### src/rtl/mac_pkg.sv
// Shared widths and constants for the MAC datapath multiply stage.
package mac_pkg;

  localparam int unsigned MUL_IN_W  = 8;
  localparam int unsigned MUL_OUT_W = 16;

  // Baugh-Wooley correction for 8x8: ones at bit 8 and bit 15.
  localparam logic [MUL_OUT_W-1:0] BW_CORR = 16'h8100;

  // A partial-product cell is a NAND when exactly one index is the sign bit.
  function automatic logic bw_inverted(input int unsigned i, input int unsigned j);
    return (i == MUL_IN_W - 1) != (j == MUL_IN_W - 1);
  endfunction

endpackage

### src/rtl/bw_full_adder.sv
// 1-bit full adder cell used throughout the multiplier array and final row.
module bw_full_adder (
  input  logic a,
  input  logic b,
  input  logic cin,
  output logic sum,
  output logic cout
);

  assign sum  = a ^ b ^ cin;
  assign cout = (a & b) | (cin & (a ^ b));

endmodule

### src/rtl/baugh_wooley_mult8_reg.sv
// 8x8 signed Baugh-Wooley array multiplier with a single registered output.
module baugh_wooley_mult8_reg
  import mac_pkg::*;
(
  input  logic                 clk,
  input  logic                 rst,
  input  logic                 in_valid,
  input  logic [MUL_IN_W-1:0]  a,
  input  logic [MUL_IN_W-1:0]  b,
  output logic                 out_valid,
  output logic [MUL_OUT_W-1:0] out
);

  localparam int unsigned NR = MUL_IN_W;
  localparam int unsigned W  = MUL_OUT_W;

  logic [NR-1:0][W-1:0] row;
  logic [NR:0][W-1:0]   s_v;
  logic [NR:0][W-1:0]   c_v;
  logic [W-1:0]         ripple_c;
  logic [W-1:0]         prod_c;

  // Partial-product rows, each aligned to its b-bit weight.
  for (genvar i = 0; i < NR; i++) begin : g_row
    for (genvar k = 0; k < W; k++) begin : g_col
      if ((k >= i) && ((k - i) < NR)) begin : g_pp
        localparam int unsigned J = k - i;
        if (bw_inverted(i, J)) begin : g_nand
          assign row[i][k] = ~(a[J] & b[i]);
        end else begin : g_and
          assign row[i][k] = a[J] & b[i];
        end
      end else begin : g_zero
        assign row[i][k] = 1'b0;
      end
    end
  end

  // Carry-save accumulation seeded with the correction constant.
  assign s_v[0] = BW_CORR;
  assign c_v[0] = '0;

  for (genvar i = 0; i < NR; i++) begin : g_csa
    assign c_v[i+1][0] = 1'b0;
    for (genvar k = 0; k < W - 1; k++) begin : g_bit
      bw_full_adder u_fa (
        .a    (s_v[i][k]),
        .b    (c_v[i][k]),
        .cin  (row[i][k]),
        .sum  (s_v[i+1][k]),
        .cout (c_v[i+1][k+1])
      );
    end
    // Top column: carry out of bit 15 is discarded, so only the sum is formed.
    assign s_v[i+1][W-1] = s_v[i][W-1] ^ c_v[i][W-1] ^ row[i][W-1];
  end

  // Final ripple carry-propagate row.
  assign ripple_c[0] = 1'b0;
  for (genvar k = 0; k < W - 1; k++) begin : g_cpa
    bw_full_adder u_fa (
      .a    (s_v[NR][k]),
      .b    (c_v[NR][k]),
      .cin  (ripple_c[k]),
      .sum  (prod_c[k]),
      .cout (ripple_c[k+1])
    );
  end
  assign prod_c[W-1] = s_v[NR][W-1] ^ c_v[NR][W-1] ^ ripple_c[W-1];

  // Output register: product loads only on valid, valid tracks in_valid.
  always_ff @(posedge clk or posedge rst) begin
    if (rst) begin
      out_valid <= 1'b0;
      out       <= '0;
    end else begin
      out_valid <= in_valid;
      if (in_valid) begin
        out <= prod_c;
      end
    end
  end

endmodule

### config.mk
export PLATFORM = sky130hd
export DESIGN_NAME = baugh_wooley_mult8_reg
export DESIGN_NICKNAME = d
export VERILOG_FILES = /design/src/rtl/mac_pkg.sv /design/src/rtl/bw_full_adder.sv /design/src/rtl/baugh_wooley_mult8_reg.sv
export SDC_FILE = /design/constraint.sdc
export NUM_CORES = 1
export LEC_CHECK = 0
export CORE_MARGIN = 2
export CORE_UTILIZATION = 28
export CTS_CLUSTER_SIZE = 28
export DETAILED_ROUTE_END_ITERATION = 8
export GPL_ROUTABILITY_DRIVEN = 0
export HOLD_SLACK_MARGIN = 0.06
export SLEW_MARGIN = 20
export SYNTH_ARGS = -nofsm -noshare
export SYNTH_HDL_FRONTEND = slang
export SYNTH_SLANG_ARGS = --single-unit
### constraint.sdc
create_clock -name clk -period 1.4 [get_ports clk]
set_clock_uncertainty 0.15 [all_clocks]
set_input_delay 0.35 -clock clk [delete_from_list [all_inputs] [get_ports clk]]
set_output_delay 0.35 -clock clk [all_outputs]
set_load 0.02 [all_outputs]
# After elaboration in Yosys (flattened, before gate mapping)

Cells that the tools add are included.

Bitwise operators: 348

Operators with widths:

| kind              | number |
|---|---|
| 1-bit AND         | 174 |
| 1-bit bitwise XOR | 111 |
| 1-bit OR          | 48 |
| 1-bit NOT         | 15 |

Input bits: 19
Flip-flop bits (word level): 17
Output and inout port bits: 17

# Longest topological paths before layout

Gate-level depths: netlist of run 1.

Depth in word-level cells: 34
Gate-level depth with buffers: 26

# Cells and area by module

Synthesis of run 1 repeated with hierarchy kept, for this count alone.

Cells, all modules: 246
Area, all modules: 3786.1 um^2

Modules (own cells, without submodules):

| module                 | area each (um^2) | cells an instance | seq. area each (um^2) | instances |
|---|---|---|---|---|
| bw_full_adder          | 20.0             | 1                 | 0.0                   | 135 |
| baugh_wooley_mult8_reg | 1083.5           | 111               | 425.4                 | 1 |

# Worst setup path before layout of run 1

Ideal clock, no wire load.

Path kind: input to register
From: input port a[7]
To: register out[15]
Path buffers: 1
Required time: 1.125 ns
Library setup time: 0.125 ns
Stages: 26
Setup slack: -5.295 ns
Arrival time: 6.420 ns
Cell sequence: buf_2 > nand2_1 > ha_1 > fa_1 > inv_1 > fa_1 > inv_1 > fa_1 > fa_1 > fa_1 > inv_1 > fa_1 > inv_1 > ha_1 > inv_1 > fa_1 > fa_1 > inv_1 > fa_1 > inv_1 > fa_1 > inv_1 > fa_1 > fa_1 > xnor2_1 > mux2_4

Longest elaborated chain between the ends: 31
Elaborated cells on any way between the ends: 190
Those cells by class: bitwise (190)

Ends and longest elaborated chain:

| item                                           | line                                     | source |
|---|---|---|
| start, declared                                | baugh_wooley_mult8_reg.sv:8              | `input logic [MUL_IN_W-1:0] a,` |
| 1-bit AND                                      | baugh_wooley_mult8_reg.sv:29             | `assign row[i][k] = ~(a[J] & b[i]);` |
| 1-bit NOT                                      | baugh_wooley_mult8_reg.sv:29             |  |
| 1-bit bitwise XOR                              | bw_full_adder.sv:10                      | `assign sum = a ^ b ^ cin;` |
| 1-bit bitwise XOR                              | bw_full_adder.sv:10, bw_full_adder.sv:11 |  |
| 1-bit AND or 1-bit bitwise XOR (tied branches) | bw_full_adder.sv:11, bw_full_adder.sv:10 |  |
| 1-bit OR or 1-bit bitwise XOR (tied branches)  | bw_full_adder.sv:11, bw_full_adder.sv:10 |  |
| 1-bit bitwise XOR (tied with other cells)      | bw_full_adder.sv:10, bw_full_adder.sv:11 |  |
| 1-bit AND (tied with other cells)              | bw_full_adder.sv:11                      | `assign cout = (a & b) \| (cin & (a ^ b));` |
| [... 15 more ...]                              | --                                       |  |
| 1-bit OR                                       | bw_full_adder.sv:11                      |  |
| 1-bit AND                                      | bw_full_adder.sv:11                      |  |
| 1-bit OR                                       | bw_full_adder.sv:11                      |  |
| 1-bit AND                                      | bw_full_adder.sv:11                      |  |
| 1-bit OR                                       | bw_full_adder.sv:11                      |  |
| 1-bit AND                                      | bw_full_adder.sv:11                      |  |
| 1-bit OR                                       | bw_full_adder.sv:11                      |  |
| 1-bit bitwise XOR (*)                          | baugh_wooley_mult8_reg.sv:69             | `assign prod_c[W-1] = s_v[NR][W-1] ^ c_v[NR][W-1] ^ ripple_c[W-1];` |
| end signal, assigned                           | baugh_wooley_mult8_reg.sv:79             | `out <= prod_c;` |
| end, declared                                  | baugh_wooley_mult8_reg.sv:11             | `output logic [MUL_OUT_W-1:0] out` |

Every way passes the cells marked *; elsewhere a longest branch is shown, timed or not.
A chain may end at the register's enable or synchronous reset.

# Worst setup path in the final report of run 1

From: input port a[6]
To: register out[14]

Longest elaborated chain between the ends: 29
Elaborated cells on any way between the ends: 194
Those cells by class: bitwise (194)

Ends and longest elaborated chain:

| item                                           | line                                     | source |
|---|---|---|
| 1-bit AND                                      | baugh_wooley_mult8_reg.sv:31             | `assign row[i][k] = a[J] & b[i];` |
| 1-bit bitwise XOR                              | bw_full_adder.sv:10                      |  |
| 1-bit bitwise XOR                              | bw_full_adder.sv:10, bw_full_adder.sv:11 |  |
| 1-bit AND or 1-bit bitwise XOR (tied branches) | bw_full_adder.sv:11, bw_full_adder.sv:10 |  |
| 1-bit OR or 1-bit bitwise XOR (tied branches)  | bw_full_adder.sv:11, bw_full_adder.sv:10 |  |
| 1-bit bitwise XOR (tied with other cells)      | bw_full_adder.sv:10, bw_full_adder.sv:11 |  |
| 1-bit AND (tied with other cells)              | bw_full_adder.sv:11                      |  |
| 1-bit OR (tied with other cells)               | bw_full_adder.sv:11                      |  |
| [... 14 more ...]                              | --                                       |  |
| 1-bit AND                                      | bw_full_adder.sv:11                      |  |
| 1-bit OR                                       | bw_full_adder.sv:11                      |  |
| 1-bit AND                                      | bw_full_adder.sv:11                      |  |
| 1-bit OR                                       | bw_full_adder.sv:11                      |  |
| 1-bit AND                                      | bw_full_adder.sv:11                      |  |
| 1-bit OR                                       | bw_full_adder.sv:11                      |  |
| 1-bit bitwise XOR (*)                          | bw_full_adder.sv:10                      |  |
| net g_cpa[14].u_fa.sum                         | bw_full_adder.sv:6                       | `output logic sum,` |

Mark *: on every way through the listed nets, which the timed path passes. The rest lies on a longest branch.

==> results of run 1 <==
## through the flow
stage	instances	total power, W	area (µm²)
5_1_grt	367	0.00527	3170
2_1_floorplan	195	0.00334	2460
3_3_place_gp	360	0.00446	3150
4_1_cts	367	0.00493	3260
3_5_place_dp	360	0.00450	3150
6_report	367	0.00471	3170
## timing repair
| item | in CTS | in global routing |
|---|---|---|
| buffers inserted | 3 | 0 |
| endpoints found under the setup margin | 32 | 28 |
| hold buffers | 0 | 0 |
| pin swaps | 23 | 9 |
| gates resized for setup | 118 | 16 |
| endpoints found under the hold margin | 0 | 0 |
## power by group
group	switching, W	internal [W]
Sequential	0.0000998	0.000717
Combinational	0.00167	0.00187
Clock	0.000157	0.000202
Total	0.00193	0.00278
## cell usage in the layout, fill, tap and decap left out, types with 3 or more instances in the layout
cell type        instances
a21oi_2                  4
and2_1                  39
and2_4                  11
buf_2                   21
buf_4                   27
buf_6                    7
buf_8                    3
clkbuf_8                 3
clkdlybuf4s50_1          7
dfrtp_1                 17
fa_1                    23
fa_2                    25
ha_1                     6
ha_4                     7
inv_1                   22
inv_2                    6
mux2_4                  11
nand2_1                 11
nor2_1                   4
## cells in the mapped netlist (all sizes together)
cell and n:
nor2 4, dfrtp 17, o21ai 1, xnor2 1, and2 50, nand3 1, nand2 13, fa 48
a21oi 4, mux2 11, inv 28, ha 14, buf 3
## critical path, stage by stage
cell and delay [ns]:
buf_8 0.10, and2_4 0.15, ha_4 0.15, fa_1 0.47, inv_1 0.05, fa_1 0.47
inv_1 0.05, fa_1 0.49, fa_1 0.43, fa_1 0.48, inv_1 0.05, fa_1 0.44
inv_2 0.08, ha_4 0.12, inv_2 0.03, fa_2 0.35, fa_2 0.34, inv_2 0.07
fa_2 0.19, inv_2 0.04, fa_2 0.32, inv_2 0.06, fa_2 0.18, fa_2 0.43
mux2_4 0.26
## flip-flops by register name, summed over array words and instances, names as in the netlist
signal / count
out: 16
out_valid: 1
## worst max path at each step
stage	startpoint	endpoint	slack, ns	depth (start not counted)
final	a[6]	out[14]	-4.73	25
after global routing	a[6]	out[14]	-4.87	25
after CTS	a[6]	out[14]	-4.78	25
after detailed placement	a[6]	out[14]	-5.52	25
after global placement	b[1]	out[14]	-5.47	25
after floorplan	a[7]	out[14]	-4.86	25
## layer usage
layer / global-route usage / vias up / part of all wire
met5: 0 / - / 0
met4: 0.0217 / 0 / 0.0094
met3: 0.0201 / 4 / 0.043
met2: 0.182 / 26 / 0.50
met1: 0.138 / 773 / 0.44
li1: - / 728 / -
## final cells by class
cell class              count  area share
clock buffers               4      0.0142
repair buffers             69       0.172
well taps                 102      0.0402
multi-input cells         147       0.606
flip-flops and latches     17       0.134
inverters                  28      0.0331
## kinds of logic (layout without fill, tap and decap cells)
| logic type | count (synthesis) | in the layout | share of synthesized area |
|---|---|---|---|
| muxes | 11 | 11 | 0.0712 |
| DFF | 17 | 17 | 0.188 |
| adders and majority gates | 62 | 62 | 0.501 |
| xor gates and xnor gates | 1 | 1 | 0.00386 |
| and+or+nand+nor | 68 | 68 | 0.168 |
| buffers and inverters | 31 | 101 | 0.0568 |
| AOI/OAI and AO/OA | 5 | 5 | 0.0110 |
==> flow_metrics.py, run 1 <==
metrics = {
    "synth": {
        "synth.distinct_cells": 16,
        "ys_ff_latch": 17,
        "yosysWarnings": 0,
        "synth_fp_nets": 276,
        "syn_area_mm2": 0.00227,
        "synth_area_leaders": "fa_1 (42%), dfrtp_1 (19%), and2_1 (14%), ha_1 (7.7%), mux2_4 (6.6%)",
        "synth.avg_cell_area_um2": 11.6,
        "synth_top_cell_by_area": "fa_1",
        "synthCells": 195,
        "seq_area_frac_synth": 0.188,
        "yosysTopAreaCellShare": 0.424,
    },
    "clock_network": {
        "cts_tree": "yes",
        "numCtsBuffers": 3,
        "ctsHtreeMaxLevel": 1,
        "clock_latency_ns": 0.25,
        "root_buffer": "clkbuf_8",
        "path_clk_slew_ns": 0.06,
        "cts.sinks": 17,
        "clockBufferDepth": 2,
    },
    "cells_and_area": {
        "ff_latch_area_um2": 425,
        "drive_above_1_share": 0.494,
        "n_fill_cell": 777,
        "area_growth_pct": 39.9,
        "multiInputGateArea_mm2": 0.00192,
        "antenna_cells": 0,
        "final_core_util": 0.408,
        "nets": 347,
    },
    "route": {
        "dr.pass1.iters": 4,
        "routedWlPerCell_um": 11.3,
        "wl_um": 4140,
        "initialDrtViolationCount": 19,
        "ant_nets": 0,
        "routed_via_density": 4.17,
        "drc_errors": 0,
        "vias": 1531,
    },
    "critical_path": {
        "worstPathMaxFanout": 4,
        "criticalPathCategory": "in2reg",
        "reg2reg_depth": 2,
        "crit_arrival_ns": 6.12,
        "r2r_end": "out[11]",
        "crit_path_start_kind": "primary input",
        "endpoint_kind": "register",
        "rrSetupSlack_ns": 0.38,
        "rr_startpoint": "out[11]",
        "crit_required_ns": 1.38,
    },
    "sta": {
        "fin_setup_tns_ns": -40.12,
        "final-hold-violation-count": 0,
        "fin_crit_sh": 4.38,
        "worstMarginPinSlew_ns": 0.222,
        "finalHoldWorstSlack_ns": 0.263,
        "grt_setup_unrepaired": "true",
        "worst_slack_ns": -4.73,
        "setup_viol": 14,
        "slew_headroom": 0.852,
        "fin_crit_ns": 6.13,
        "slew_viol_final": 0,
        "clock.fmax_mhz": 163,
    },
    "power": {
        "p_leak_nw": 1.45,
        "ir_drop_mv": 0.742,
        "powerDensity_mw_per_mm2": 1490,
    },
    "floorplan": {
        "die-area_mm2": 0.00883,
        "ioPinCount": 36,
        "initial_core_util": 0.292,
        "core_mm2": 0.00777,
        "die_h_um": 94.0,
        "die-width_um": 94.0,
        "fp-row-count": 32,
    },
    "global_route": {
        "grt-ovfl-total": 0,
        "grt.total_usage": 0.106,
        "grt_first_pass_wirelength_um": 7440,
        "grt_pass1_vias": 1641,
        "antenna_found_initial": 0,
        "grt_max_degree": 18,
    },
    "worst_hold_path": {
        "worstHoldPathType": "in2async",
    },
    "placed_design": {
        "portBuffers": 35,
        "dp_hpwl_um": 3730,
        "place_ws_ns": -5.52,
    },
    "flow_run": {
        "cap_viol_max_count": 0,
    },
    "run_status": {
        "violations": "setup timing",
        "status": "finished with violations",
    },
}
No activity file was read; power rests on OpenSTA's default activity.
==> inputs of run 2 (changes only) <==
--- a/config.mk
+++ b/config.mk
@@ -11,7 +11,10 @@
 export DETAILED_ROUTE_END_ITERATION = 8
 export GPL_ROUTABILITY_DRIVEN = 0
 export HOLD_SLACK_MARGIN = 0.06
+export MAX_ROUTING_LAYER = met4
+export PLACE_DENSITY_LB_ADDON = 0.3
 export SLEW_MARGIN = 20
 export SYNTH_ARGS = -nofsm -noshare
 export SYNTH_HDL_FRONTEND = slang
+export SYNTH_HIERARCHICAL = 1
 export SYNTH_SLANG_ARGS = --single-unit
==> flow_metrics.py, run 2 <==
metrics = {
    "run_status": {
        "violations": "setup timing",
        "status": "finished with violations",
    },
    "floorplan": {
        "initial_core_util": 0.286,
        "die_h_um": 120,
        "core_mm2": 0.0132,
        "die-width_um": 120,
        "fp-row-count": 42,
        "die-area_mm2": 0.0145,
        "ioPinCount": 36,
    },
    "sta": {
        "worst_slack_ns": -6.00,
        "fin_crit_sh": 5.28,
        "grt_setup_unrepaired": "true",
        "setup_viol": 16,
        "fin_crit_ns": 7.40,
        "slew_viol_final": 0,
        "final-hold-violation-count": 0,
        "fin_setup_tns_ns": -70.78,
        "clock.fmax_mhz": 135,
    },
    "critical_path": {
        "cpPeakStageDelay_ns": 0.60,
        "cp_slowest_cell": "fa_2",
        "rrSetupSlack_ns": 0.37,
        "cpMostUsedCell": "fa_2",
        "crit_path_start_kind": "primary input",
        "crit_required_ns": 1.42,
        "worstPathMaxFanout": 4,
        "endpoint_kind": "register",
        "crit_arrival_ns": 7.42,
        "criticalPathCategory": "in2reg",
        "cp_cell_sequence": "buf_8, nand2_4, fa_2, fa_2, fa_2, fa_2, fa_2, fa_2, fa_2, fa_2, fa_2, fa_2, fa_2, fa_2, fa_2, fa_2, fa_2, xnor2_2, xnor3_1, xnor2_1, a21oi_1",
    },
    "global_route": {
        "antenna_found_initial": 0,
        "grt_max_degree": 19,
        "grt_first_pass_wirelength_um": 11300,
        "grt-ovfl-total": 0,
        "grt_pass1_vias": 2646,
        "grt.total_usage": 0.0994,
    },
    "clock_network": {
        "cts.sinks": 17,
        "holdBufCountCts": 0,
        "numCtsBuffers": 3,
        "ctsHtreeMaxLevel": 1,
        "root_buffer": "clkbuf_16",
        "clockBufferDepth": 2,
        "cts_tree": "yes",
        "path_clk_slew_ns": 0.06,
        "clock_latency_ns": 0.24,
    },
    "route": {
        "routedWlPerCell_um": 10.8,
        "route.met2.wl_um": 3730,
        "routed.top_layer": "met4",
        "vias": 2209,
        "wl_met3_um": 80,
        "drt-met1-wl_um": 2390,
        "drc_errors": 0,
        "wl_um": 6220,
        "initialDrtViolationCount": 17,
        "ant_nets": 0,
        "dr.pass1.iters": 3,
        "routed_via_density": 3.82,
    },
    "cells_and_area": {
        "reg_top3": "out (16), out_valid (1)",
        "largest_reg_flops": 16,
        "layout_common_cells": "conb_1 (95), fa_1 (94), and2_1 (43)",
        "final_common_cell": "conb_1",
        "nets": 557,
        "antenna_cells": 0,
        "drive_above_1_share": 0.296,
        "regMostFlops": "out",
        "area_growth_pct": 35.3,
    },
    "synth": {
        "synth-xor-area-share": 0.0238,
        "synthCells": 246,
        "synth-async-reset-ratio": 1.00,
        "ys_top_cells_by_count": "fa_1 (135), and2_1 (50), dfrtp_1 (17)",
        "synth_edf_count": 0,
        "synthAdderAreaFrac": 0.714,
        "synth.most_common_cell": "fa_1",
        "ys_ff_latch": 17,
        "synth_compound_area_frac": 0.00132,
        "synth_area_leaders": "fa_1 (71%), dfrtp_1 (11%), and2_1 (8.3%), mux2_1 (2.4%), mux2_2 (2.1%)",
        "synth_top_family_by_area": "adder cells",
        "syn_area_mm2": 0.00379,
        "seq_area_frac_synth": 0.112,
        "synth_top_cell_by_area": "fa_1",
        "synth_ff_type": "dfrtp_1",
        "yosysWarnings": 6,
        "synth.avg_cell_area_um2": 15.4,
        "muxShareOfSynthArea": 0.0446,
        "yosysTopAreaCellShare": 0.714,
        "synthSimpleGateAreaFrac": 0.0975,
        "synth.distinct_cells": 16,
    },
    "placed_design": {
        "dp_hpwl_um": 5880,
        "portBuffers": 35,
    },
    "flow_run": {
        "cap_viol_max_count": 0,
    },
    "worst_hold_path": {
        "worstHoldPathType": "in2async",
    },
}
run 2: cells by family after synthesis:
kind of cell	Yosys count
fa+ha+maj	135
simple gates	65
flops	17
mux	15
xor+xnor	7
buf+inv	4
other cells	2
compound gates	1
run 2: what timing repair did:
| action | 4_1_cts | 5_1_grt |
|---|---|---|
| buffers inserted | 2 | 3 |
| endpoints found under the setup margin | 33 | 29 |
| endpoints found under the hold margin | 0 | 0 |
| resized for setup | 115 | 16 |
| pin swaps | 59 | 18 |
run 2: critical path: cells and delay by family:
kind                       cells  cell delay (ns)
and+or+nand+nor                1             0.04
adders and majority gates     15             6.31
AOI/OAI and AO/OA              1             0.11
xor gates and xnor gates       3             0.51
buffers and inverters          1             0.09
run 2: final timing paths:
check / start / to / depth (start not counted)
min: rst / out_valid / 3
max in group asynchronous: rst / out[10] / 3
max reg2reg: out[5] / out[5] / 2
min reg2reg: out[7] / out[7] / 1
min in group clk: out[7] / out[7] / 1
max: b[0] / out[15] / 21
run 2: cell type report:
class	instances	area, µm²
Clock inverter	1	5.00
Multi-Input combinational cell	318	3870
Timing Repair Buffer	62	522
Tap cell	176	220
Inverter	1	3.75
Clock buffer	3	75.1
Fill cell	1349	8120
Sequential cell	17	425
run 2: routing by layer:
| metal | track usage | vias up |
|---|---|---|
| li1 | - | 974 |
| met1 | 0.115 | 1215 |
| met2 | 0.193 | 18 |
| met3 | 0.00991 | 2 |
| met4 | 0.00872 | 0 |
| met5 | - | - |
run 2: stage by stage:
| stage | util | hold WS [ns] | std cells | worst slack, ns | cell area [µm²] |
|---|---|---|---|---|---|
| 2_1_floorplan | - | 0.126 | 339 | -8.90 | 4230 |
| 3_3_place_gp | 0.375 | 0.325 | 569 | -6.80 | 4970 |
| 3_5_place_dp | 0.375 | 0.337 | 569 | -6.89 | 4970 |
| 4_1_cts | 0.390 | 0.282 | 575 | -6.07 | 5170 |
| 5_1_grt | 0.387 | 0.330 | 578 | -6.23 | 5120 |
| 6_report | 0.387 | 0.278 | 578 | -6.00 | 5120 |
Power of run 2 is not shown: default switching activity piles up to over one toggle a cycle in this logic, so the estimate is an artifact.
